--- config.mk ---
export PLATFORM = sky130hd
export DESIGN_NAME = afifo_rd_ptr
export DESIGN_NICKNAME = d
export VERILOG_FILES = /design/src/rtl/afifo_rd_ptr_pkg.sv /design/src/rtl/gry2bin.sv /design/src/rtl/afifo_rd_ptr.sv
export SDC_FILE = /design/constraint.sdc
export NUM_CORES = 1
export LEC_CHECK = 0
export CORE_AREA = 2 2 62 64
export DETAILED_ROUTE_END_ITERATION = 10
export DIE_AREA = 0 0 64 66
export PLACE_DENSITY = 0.7
export SLEW_MARGIN = 0
export SYNTH_ARGS = -nofsm -noshare
export SYNTH_HDL_FRONTEND = slang
export SYNTH_SLANG_ARGS = --single-unit
--- constraint.sdc ---
create_clock -name clk -period 3.1 [get_ports clk]
set_clock_uncertainty 0.15 [all_clocks]
set_input_delay 0.465 -clock clk [delete_from_list [all_inputs] [get_ports clk]]
set_output_delay 0.465 -clock clk [all_outputs]
set_load 0.02 [all_outputs]
--- src/rtl/afifo_rd_ptr_pkg.sv ---
// Shared constants for the async FIFO pointer controllers.
// Pointers carry one extra wrap bit above the address width.
package afifo_rd_ptr_pkg;
  localparam int AFIFO_PTR_W_DEF = 4;

  function automatic int afifo_ptr_bits(input int ptr_w);
    return ptr_w + 1;
  endfunction
endpackage

--- src/rtl/gry2bin.sv ---
// Combinational gray-to-binary decode; shared by the read and write controllers.
// Each binary bit is the XOR of all gray bits at or above it.
module gry2bin
  import afifo_rd_ptr_pkg::*;
#(
  parameter int WIDTH = afifo_ptr_bits(AFIFO_PTR_W_DEF)
) (
  input  logic [WIDTH-1:0] gry,
  output logic [WIDTH-1:0] bin
);
  for (genvar i = 0; i < WIDTH; i++) begin : g_bit
    assign bin[i] = ^(gry >> i);
  end
endmodule

--- src/rtl/afifo_rd_ptr.sv ---
// Read-side pointer controller of the async FIFO: syncs the gray write pointer,
// tracks the read pointer and derives empty, fill count, underflow and pointer errors.
module afifo_rd_ptr
  import afifo_rd_ptr_pkg::*;
#(
  parameter int PTR_W       = AFIFO_PTR_W_DEF,
  parameter int SYNC_STAGES = 2
) (
  input  logic                                 clk,
  input  logic                                 rst_n,
  input  logic [afifo_ptr_bits(PTR_W)-1:0]     wr_gry_ptr,
  input  logic                                 rd_en,
  input  logic                                 udf_clr,
  output logic [PTR_W-1:0]                     rd_addr,
  output logic [afifo_ptr_bits(PTR_W)-1:0]     rd_gry_ptr,
  output logic                                 empty,
  output logic [afifo_ptr_bits(PTR_W)-1:0]     fill_cnt,
  output logic                                 udf,
  output logic                                 ptr_err
);
  localparam int PB = afifo_ptr_bits(PTR_W);
  localparam logic [PB-1:0] DEPTH = {1'b1, {PTR_W{1'b0}}};

  logic [SYNC_STAGES-1:0][PB-1:0] sync_q;
  logic [PB-1:0] wr_gry_s, wr_gry_prev_f, wr_bin_c, wr_bin_f;
  logic [PB-1:0] rd_bin_f, rd_bin_nxt_c, gry_diff_c, occ_c;
  logic          pop_c, gry_bad_c, overrun_c;

  // Plain flop chain: no logic between stages so each bit resolves independently.
  always_ff @(posedge clk or negedge rst_n) begin
    if (!rst_n) sync_q <= '0;
    else        sync_q <= {sync_q[SYNC_STAGES-2:0], wr_gry_ptr};
  end
  assign wr_gry_s = sync_q[SYNC_STAGES-1];

  gry2bin #(.WIDTH(PB)) u_wr_dec (
    .gry (wr_gry_s),
    .bin (wr_bin_c)
  );

  assign pop_c        = rd_en & ~empty;
  assign rd_bin_nxt_c = rd_bin_f + PB'(pop_c);
  assign rd_addr      = rd_bin_f[PTR_W-1:0];

  // More than one set bit in the step means the write pointer skipped a gray code.
  assign gry_diff_c = wr_gry_s ^ wr_gry_prev_f;
  assign gry_bad_c  = |(gry_diff_c & (gry_diff_c - 1'b1));
  assign occ_c      = wr_bin_f - rd_bin_f;
  assign overrun_c  = occ_c > DEPTH;

  always_ff @(posedge clk or negedge rst_n) begin
    if (!rst_n) begin
      wr_bin_f      <= '0;
      wr_gry_prev_f <= '0;
      rd_bin_f      <= '0;
      rd_gry_ptr    <= '0;
      empty         <= 1'b1;
      fill_cnt      <= '0;
      udf           <= 1'b0;
      ptr_err       <= 1'b0;
    end else begin
      wr_bin_f      <= wr_bin_c;
      wr_gry_prev_f <= wr_gry_s;
      rd_bin_f      <= rd_bin_nxt_c;
      rd_gry_ptr    <= rd_bin_nxt_c ^ (rd_bin_nxt_c >> 1);
      empty         <= (rd_bin_nxt_c == wr_bin_f);
      fill_cnt      <= wr_bin_f - rd_bin_nxt_c;
      if (rd_en && empty) udf <= 1'b1;
      else if (udf_clr)   udf <= 1'b0;
      if (gry_bad_c || overrun_c) ptr_err <= 1'b1;
    end
  end
endmodule
==> results.cfg <==
[outcome]
outcome = finished, final reports clean

[worst_setup_path]
worst_ep_arrival_time_ps = 2540
cp_cell_sequence = clkdlybuf4s50_1 -> and3b_1 -> ha_1 -> xnor2_1 -> ha_1 -> nor2_1 -> nand2_1 -> a31oi_1 -> xnor2_1
crit_path_start_kind = input pin
regToRegSetupSlack_ps = 680
cp.required_ps = 3200
r2r-start = rd_bin_f[1]
crit_path_max_fanout = 5
cp_slowest_cell = clkdlybuf4s50_1
crit_type = input pin to flip-flop
worst_setup_path_end_kind = flip-flop
critPathLaunch = rd_en
max_stage_delay_ps = 500

[floorplan]
die_x_um = 64
core_area_sq_um = 3550
fp.dieArea_sq_um = 4220
ios = 26
die_h_um = 66
rows = 22
initial_core_util_pct = 45.6

[clock_network]
clock_latency_ps = 330
tritoncts = done
clk_pin_slew_ps = 100
cts_resized = 0
clock-sinks = 36
numCtsBuffers = 5
postCtsSetupBuffers = 0
cts_hold_buf = 0
cts_buffer_depth = 2
cts_htree_levels = 2
cts-root-buf = clkbuf_4

[drt]
via_count = 1009
via_per_inst = 4.85
drt-wirelength-per-cell_um = 12.8
first_pass_iters = 4
ant_nets = 0
routed_wl_um = 2660
drtIter0Drc = 52
drc = 0

[power_and_ir_drop]
p_leak_uw = 0.000860
peakVddDrop_uv = 393
power_density_nw_per_um2 = 1060

[place]
numPortBuffers = 25
dp_hpwl_um = 1990
placed_cells = 201
gp_congestion = 0.839
place_area_sq_um = 1910

[timing]
timing.setup.tns_ps = 0
fmax_mhz = 411
maxSlewHeadroom_pct = 72.0
final_max_slew_viol_count = 0
setup_viol = 0
period_share_pct = 78.6
post-route-min-period_ps = 2440
tightest_slew_ps = 420
rsz0062_at_grt = no
hold_viol_final = 0

[finish]
area_growth_pct = 22.0
final_layout_size_suffix_gt1_share_pct = 8.75
fin_util_pct = 55.7
final_common_cell = dfrtp_1
layout.nets = 177
design_area_sq_um = 1980
fin_cells = 208
final_cell_mix = 35 x dfrtp_1, 25 x clkdlybuf4s50_1, 13 x xor2_1
antennaDiodeCount = 0

[logic_synthesis]
synth_area_sq_um = 1620
synth_seq_cells = 36
synth_edf_count = 0
syn_nets = 147
synth.avg_cell_area_sq_um = 12.5
synth.distinct_cells = 34
synth.yosys.seq_area_share_pct = 55.7
synth_cells = 130
yosysWarnings = 0
async_flop_share_pct = 100
synth_top_flop_cell = dfrtp_1

[global_routing]
antenna_found_initial = 0
grt_pass1_wl_um = 4590
grt-ovfl-total = 0
met2_usage_pct = 26.0
grt_util_met1_pct = 16.0
grt.total_usage_pct = 15.1
grt_util_met3_pct = 5.28
grt_start_max_net_pins = 37
grt_pass1_vias = 1049
top_usage_layer = met2

[min_path]
hp-class = flip-flop to flip-flop
hp-start = sync_q[4]

[flow_run]
drv_cap = 0
[stage by stage]
step / worst slack [ps] / hold WS [ps] / total power, uW
floorplan: 712 / 19.4 / 1470
global placement: 480 / 183 / 1780
detailed placement: 357 / 185 / 1830
CTS: 672 / 209 / 2110
global route: 535 / 218 / 2250
finish: 664 / 205 / 2090
[flip-flops by register name, summed over array words and instances, names as in the netlist, 4 cells and up]
name and count:
sync_q 5, fill_cnt 5, wr_gry_s 5, rd_bin_f 5, wr_bin_f 5, rd_gry_ptr 4
wr_gry_prev_f 4
[Yosys cell counts, types with 2 or more instances]
| master | count | share of area [%] |
|---|---|---|
| a21oi_1 | 4 | 1.2 |
| nor2b_1 | 2 | 0.77 |
| nand2b_1 | 2 | 0.77 |
| nand2_1 | 6 | 1.4 |
| buf_6 | 2 | 1.4 |
| xor2_1 | 13 | 7.0 |
| nand3_1 | 3 | 0.93 |
| inv_1 | 12 | 2.8 |
| mux2i_1 | 2 | 1.2 |
| ha_1 | 7 | 5.4 |
| xnor2_2 | 2 | 2.0 |
| nor2_1 | 6 | 1.4 |
| xnor2_1 | 12 | 6.5 |
| o21ai_0 | 3 | 0.93 |
| dfrtp_1 | 35 | 54 |
[layout make-up]
cell class,instances,area [sq um]
Fill cell,304,1570
Multi-Input combinational cell,79,647
Inverter,12,45.0
Sequential cell,36,902
Clock buffer,7,65.1
Timing Repair Buffer,26,258
Tap cell,48,60.1
[logic make-up (layout without fill, tap and decap cells)]
logic type / count (synthesis) / in the layout / share of synthesized area, %
muxes: 3 / 3 / 1.93
adders and majority gates: 9 / 9 / 7.26
xor gates and xnor gates: 28 / 28 / 17.2
and+or+nand+nor: 27 / 27 / 9.11
DFF: 36 / 36 / 55.7
buffers and inverters: 15 / 45 / 4.40
AOI/OAI and AO/OA: 12 / 12 / 4.40
[final timing paths]
check                                 to  depth (start not counted)
setup / recovery             fill_cnt[4]                          9
hold / removal               wr_gry_s[4]                          0
setup reg to reg                 ptr_err                          7
hold reg to reg              wr_gry_s[4]                          0
max in group asynchronous          empty                          2
min in group asynchronous  rd_gry_ptr[0]                          2
[critical path: cells and delay by family]
kind	cells	cell delay, ps
adder cells (fa/ha/maj)	2	590
XOR/XNOR	2	320
AO/OA/AOI/OAI	1	200
buffers and inverters	1	500
AND/OR/NAND/NOR	3	450
[routing by layer]
metal / share of wire, % / wire length (um)
met3: 5.0 / 133
met4: 2.3 / 61
met2: 52 / 1380
met1: 41 / 1090
met5: 0 / 0
[power by group]
group / switching [uW] / total, uW / internal [uW]
Sequential: 102 / 706 / 604
Clock: 142 / 271 / 129
Combinational: 571 / 1110 / 538
Total: 814 / 2090 / 1270
Power figures use the tool's default switching activity.
